[config.mk]
export PLATFORM = sky130hd
export DESIGN_NAME = mp64_rst_seq
export DESIGN_NICKNAME = d
export VERILOG_FILES = /design/src/rtl/mp64_rst_seq.sv
export SDC_FILE = /design/constraint.sdc
export NUM_CORES = 1
export LEC_CHECK = 0
export BUFFER_PORTS_ARGS = -buffer_cell sky130_fd_sc_hd__buf_2
export CORE_MARGIN = 2
export CORE_UTILIZATION = 55
export DETAILED_ROUTE_END_ITERATION = 10
export MAX_ROUTING_LAYER = met4
export PLACE_DENSITY = 0.77
export REMOVE_ABC_BUFFERS = 1
export SETUP_SLACK_MARGIN = 0.1
export SLEW_MARGIN = 20
export SYNTH_ARGS = -nofsm -noshare
export SYNTH_HDL_FRONTEND = slang
export SYNTH_SLANG_ARGS = --single-unit
export TNS_END_PERCENT = 20
[constraint.sdc]
create_clock -name clk_in -period 2.1 [get_ports clk_in]
set_input_delay 0.525 -clock clk_in [delete_from_list [all_inputs] [get_ports clk_in]]
set_output_delay 0.525 -clock clk_in [all_outputs]
set_load 0.02 [all_outputs]
[src/rtl/mp64_rst_seq.sv]
// mp64_rst_seq: staged reset release (mem -> periph -> cpu) gated on a
// synchronised PLL lock, with a saturating lock-loss event counter.
module mp64_rst_seq #(
  parameter int SYNC_STAGES = 2,
  parameter int LOCK_STABLE = 16,
  parameter int STAGE_GAP   = 8,
  parameter int CNT_W       = 8
) (
  input  logic             clk_in,
  input  logic             rst_in,
  input  logic             pll_locked,
  input  logic             sw_rst_req,
  input  logic             cnt_clr,
  output logic             rst_mem_out,
  output logic             rst_periph_out,
  output logic             rst_cpu_out,
  output logic             sys_ready,
  output logic [CNT_W-1:0] lock_loss_cnt
);

  localparam int TMAX =
    (LOCK_STABLE > STAGE_GAP) ? LOCK_STABLE : STAGE_GAP;
  localparam int TW = $clog2(TMAX + 1);

  typedef enum logic [2:0] {
    HOLD,
    STABLE,
    REL_MEM,
    REL_PERIPH,
    RUN
  } state_e;

  state_e state_q, state_d;

  logic [SYNC_STAGES-1:0] sync_q;
  logic [TW-1:0]          timer_q, timer_d;
  logic [CNT_W-1:0]       cnt_q, cnt_d;
  logic                   inc;
  logic                   locked_s;
  logic                   abort;

  logic mem_q, mem_d;
  logic per_q, per_d;
  logic cpu_q, cpu_d;
  logic rdy_q, rdy_d;

  assign locked_s = sync_q[SYNC_STAGES-1];
  assign abort    = !locked_s || sw_rst_req;

  always_ff @(posedge clk_in or posedge rst_in) begin
    if (rst_in) begin
      sync_q  <= '0;
      state_q <= HOLD;
      timer_q <= '0;
      cnt_q   <= '0;
      mem_q   <= 1'b1;
      per_q   <= 1'b1;
      cpu_q   <= 1'b1;
      rdy_q   <= 1'b0;
    end else begin
      sync_q  <= {sync_q[SYNC_STAGES-2:0], pll_locked};
      state_q <= state_d;
      timer_q <= timer_d;
      cnt_q   <= cnt_d;
      mem_q   <= mem_d;
      per_q   <= per_d;
      cpu_q   <= cpu_d;
      rdy_q   <= rdy_d;
    end
  end

  always_comb begin
    state_d = state_q;
    timer_d = timer_q;
    inc     = 1'b0;
    unique case (state_q)
      HOLD: begin
        timer_d = '0;
        if (locked_s) state_d = STABLE;
      end
      STABLE: begin
        if (abort) begin
          state_d = HOLD;
          timer_d = '0;
        end else if (timer_q == TW'(LOCK_STABLE - 1)) begin
          state_d = REL_MEM;
          timer_d = '0;
        end else begin
          timer_d = timer_q + 1'b1;
        end
      end
      REL_MEM, REL_PERIPH: begin
        if (abort) begin
          state_d = HOLD;
          timer_d = '0;
          inc     = !locked_s;
        end else if (timer_q == TW'(STAGE_GAP - 1)) begin
          state_d = (state_q == REL_MEM) ? REL_PERIPH : RUN;
          timer_d = '0;
        end else begin
          timer_d = timer_q + 1'b1;
        end
      end
      RUN: begin
        if (abort) begin
          state_d = HOLD;
          timer_d = '0;
          inc     = !locked_s;
        end
      end
      default: begin
        state_d = HOLD;
        timer_d = '0;
      end
    endcase
  end

  // Outputs are decoded from the next state so they land in flops.
  always_comb begin
    mem_d = (state_d == HOLD) || (state_d == STABLE);
    per_d = !((state_d == REL_PERIPH) || (state_d == RUN));
    cpu_d = (state_d != RUN);
    rdy_d = (state_d == RUN);
    if (cnt_clr)
      cnt_d = '0;
    else if (inc && (cnt_q != {CNT_W{1'b1}}))
      cnt_d = cnt_q + 1'b1;
    else
      cnt_d = cnt_q;
  end

  assign rst_mem_out    = mem_q;
  assign rst_periph_out = per_q;
  assign rst_cpu_out    = cpu_q;
  assign sys_ready      = rdy_q;
  assign lock_loss_cnt  = cnt_q;

endmodule

==> key figures <==
Synth
  – YS warnings: 0
  – Ys flop type: dfrtp_1
  – Largest cells by area after synthesis: dfrtp_1 (41%), dfstp_2 (6.8%), a21oi_1 (4.3%)
  – Simple-Gate Fraction of Synth Area: roughly 20%
  – Cell count after synthesis: roughly 120
  – Seq/Total Area, Yosys: ~48%
  – Complex-gate fraction of the synthesized area: 16.81%
  – Ys async rst share: between 90% and 100%
  – EDFF count, synth: 0
  – Adder-Cell Fraction of Synth Area: 4.338%
  – Top cells by count, synth: dfrtp_1 (19), a21oi_1 (10), nand2_1 (10)
  – Post-synthesis xor/xnor area fraction: approximately 1.5%
  – Main combinational cell family by area after synthesis: simple AND/OR/NAND/NOR gates
  – Yosys top cell area share: just over 40%
  – Synth Register Bits: 22
  – Synth Cell Area: approximately 1200 µm²
  – Synth Area per Inst: 9.776 µm²
  – Synth unique cells: 36
  – Area leader, netlist: dfrtp_1
  – Multiplexer area fraction after synthesis: approximately 4.7%
  – Top-count cell post-synth: dfrtp_1

Floorplan
  – IO Pins: 17
  – Core area: about 2000 µm²
  – Die Y: 49.80 µm
  – Initial Util: between 50 and 60%
  – Die W: 49.80 µm
  – Die area: about 2500 µm²
  – # rows: 16

Layout
  – Area Growth Syn to Fin: 14.75%
  – Seq. cell area: about 550 µm²
  – Share of layout cells above drive strength 1: 23.02%
  – Multi-input gate area: 546.8 µm²
  – Final Cell Area: roughly 1300 µm²
  – Layout fillers: roughly 180
  – Final Net Count: 149
  – Util after Layout: around two thirds
  – ANT cells: 0

Critical path
  – Arrival time worst endpoint: 2.06 ns
  – Worst setup path startpoint: state_q[1]$_DFF_PP0_
  – Critical Path Sink: lock_loss_cnt[3]$_DFFE_PP0P_
  – Crit end category: flop
  – Worst Path Required: ~2.3 ns
  – CP startpoint kind: flop
  – CP max FO: 5
  – Critical path type: reg2reg
  – Worst Reg-to-Reg Cells: 4
  – Worst R2R Setup Slack: 0.25 ns
  – FF-to-FF End: lock_loss_cnt[3]$_DFFE_PP0P_
  – Worst r2r src: state_q[1]$_DFF_PP0_

GRT
  – First-pass GRT wire length: approximately 3.5 mm
  – Largest net degree at the start of global routing: 23
  – Total track usage: about a fifth
  – Initial antenna violation count: 0
  – GR Overflow Total: 0
  – Vias in the first global route: 827

Timing
  – Max_slew headroom: about three quarters
  – RSZ-0062 raised after global routing: false
  – Slew @ Worst Pin: 0.3479 ns
  – Fin. Hold Viols: 0
  – Fmax: between 500 and 600 MHz
  – Final setup viols: 0
  – Pins Over Slew Limit: 0
  – Final period utilization: about nine tenths
  – Min Tclk post-route: about 1.9 ns
  – Setup Skew: ~0.0017 ns
  – Setup TNS: 0 ns

Placed design
  – Placer Congestion: 0.9364
  – IO Port Bufs: 16
  – Placement Cell Area: between 1000 and 1500 µm²
  – Hpwl dp: roughly 1.5 mm

Pwr
  – Clock share of power: approximately two fifths
  – Comb pwr share: around 4.7%
  – P per Cell Area: slightly below 600 nW/µm²
  – Internal Dissipation: approximately 630 µW
  – Flop pwr share: between 50% and 60%
  – Sw frac: just under 20%
  – Leak pwr: ~0.00060 µW
  – Peak supply drop: 398.8 µV
  – NetSw: 155.0 µW

Detailed routing
  – Wire per inst: approximately 12 µm
  – DR DRC count: 0
  – Vias/cell: between 5 and 6
  – Via count: about 940
  – First DRT Iteration DRCs: 21
  – Antenna viol nets, final: 0
  – Drt first pass iters: 4
  – DRT Wirelength: 2.020 mm

Clock tree
  – H-tree level count: 1
  – Clk_lat worst skew: ~0.3 ns
  – Clk sinks: 22
  – Post_cts resized: 0
  – Clock Tree Buf Depth: 2
  – Hold buffers post-CTS: 0
  – Number of buffers created by CTS: 3
  – Worst-path clk slew: 0.12 ns
  – Root buffer cell: clkbuf_4
  – CTS tree: yes
  – Setup bufs post-CTS: 0

Run status
  – Run status: finished, final reports clean

Hold path
  – Worst hold path type: in2async

Job
  – Max Cap Viol: 0
per-layer routing:
| layer | wire length (µm) | GRT usage (%) | vias to the layer above |
|---|---|---|---|
| met5 | 0 | - | - |
| met4 | 28 | 8.333 | 0 |
| met3 | 85 | 3.636 | 4 |
| met1 | 897 | 25.10 | 442 |
| li1 | - | - | 466 |
| met2 | 1009 | 28.89 | 24 |
power groups by stage:
stage	Combinational [µW]	Sequential (µW)	Clock (µW)
after floorplan	19.6	442	0
after global placement	37.9	441	0
after global routing	42.8	434	348
final	37.3	433	320
after detailed placement	37.9	441	0
after CTS	38.1	433	327
placed cells by master (no fill, tap or decap):
cell        n
a21oi_1    10
inv_1       7
ha_1        4
o21a_1      1
a21o_2      1
a311oi_1    1
nand2_1    10
o211ai_1    1
and2b_1     1
nand2b_1    4
nor2_1      8
nand4_1     1
a2111oi_2   1
nor3_1      6
or2b_1      1
o21ai_0     8
a21o_1      1
a32o_1      1
nor4bb_1    1
a31oi_1     2
bufinv_16   1
nor2b_1     4
mux2i_1     2
or3b_1      1
nand3_1     5
dfstp_2     3
buf_4       4
dfrtp_1    19
mux2_2      3
nor4_1      2
xnor2_1     1
buf_2      16
xor2_1      1
a211o_1     1
clkbuf_4    3
a32oi_1     1
or3_1       1
a22o_1      1
worst min-delay path by stage:
stage / startpoint / to / slack (ns)
after global placement: sync_q[0]$_DFF_PP0_ / sync_q[1]$_DFF_PP0_ / 0.33
after global routing: rst_in / state_q[0]$_DFF_PP0_ / 0.23
final: rst_in / timer_q[0]$_DFFE_PP0P_ / 0.22
after detailed placement: sync_q[0]$_DFF_PP0_ / sync_q[1]$_DFF_PP0_ / 0.33
after CTS: rst_in / timer_q[0]$_DFFE_PP0P_ / 0.23
after floorplan: sync_q[0]$_DFF_PP0_ / sync_q[1]$_DFF_PP0_ / 0.33
cell families (layout without fill, tap and decap cells):
kind of cell             after synthesis  after routing
AO/OA/AOI/OAI                         30             30
XOR/XNOR                               2              2
adder cells (fa/ha/maj)                4              4
buffers and inverters                 10             31
flip-flops                            22             22
multiplexers                           5              5
AND/OR/NAND/NOR                       45             45
layout make-up:
| cell class | instances | area share (%) |
|---|---|---|
| clock buffer | 3 | 1.701 |
| clock inverter | 1 | 2.268 |
| inverter | 7 | 1.985 |
| multi-input combinational | 86 | 41.30 |
| sequential | 22 | 41.87 |
| tap | 27 | 2.552 |
| timing repair buffer | 20 | 8.318 |
state kept, by name, summed over array words and instances, names as in the netlist:
register,count
state_q,3
sys_ready,1
timer_q,5
rst_periph_out,1
sync_q,2
rst_mem_out,1
rst_cpu_out,1
lock_loss_cnt,8
worst max-delay path: stages, from the launching register on:
cell	delay, ns
dfrtp_1	0.43
or3b_1	0.45
a211o_1	0.38
a21oi_1	0.15
mux2_2	0.34
per-stage QoR:
| step | setup WS, ns | total power [µW] | hold slack (ns) | instances |
|---|---|---|---|---|
| detailed placement | 0.2702 | 478.7 | 0.3347 | 162 |
| CTS | 0.2566 | 797.6 | 0.2259 | 166 |
| global placement | 0.2936 | 478.4 | 0.3327 | 162 |
| floorplan | 0.2396 | 461.7 | 0.3312 | 115 |
| finish | 0.2492 | 789.8 | 0.2227 | 166 |
| global route | 0.1024 | 825.1 | 0.2258 | 166 |
Note: power is estimated with default switching activity, not from simulation.
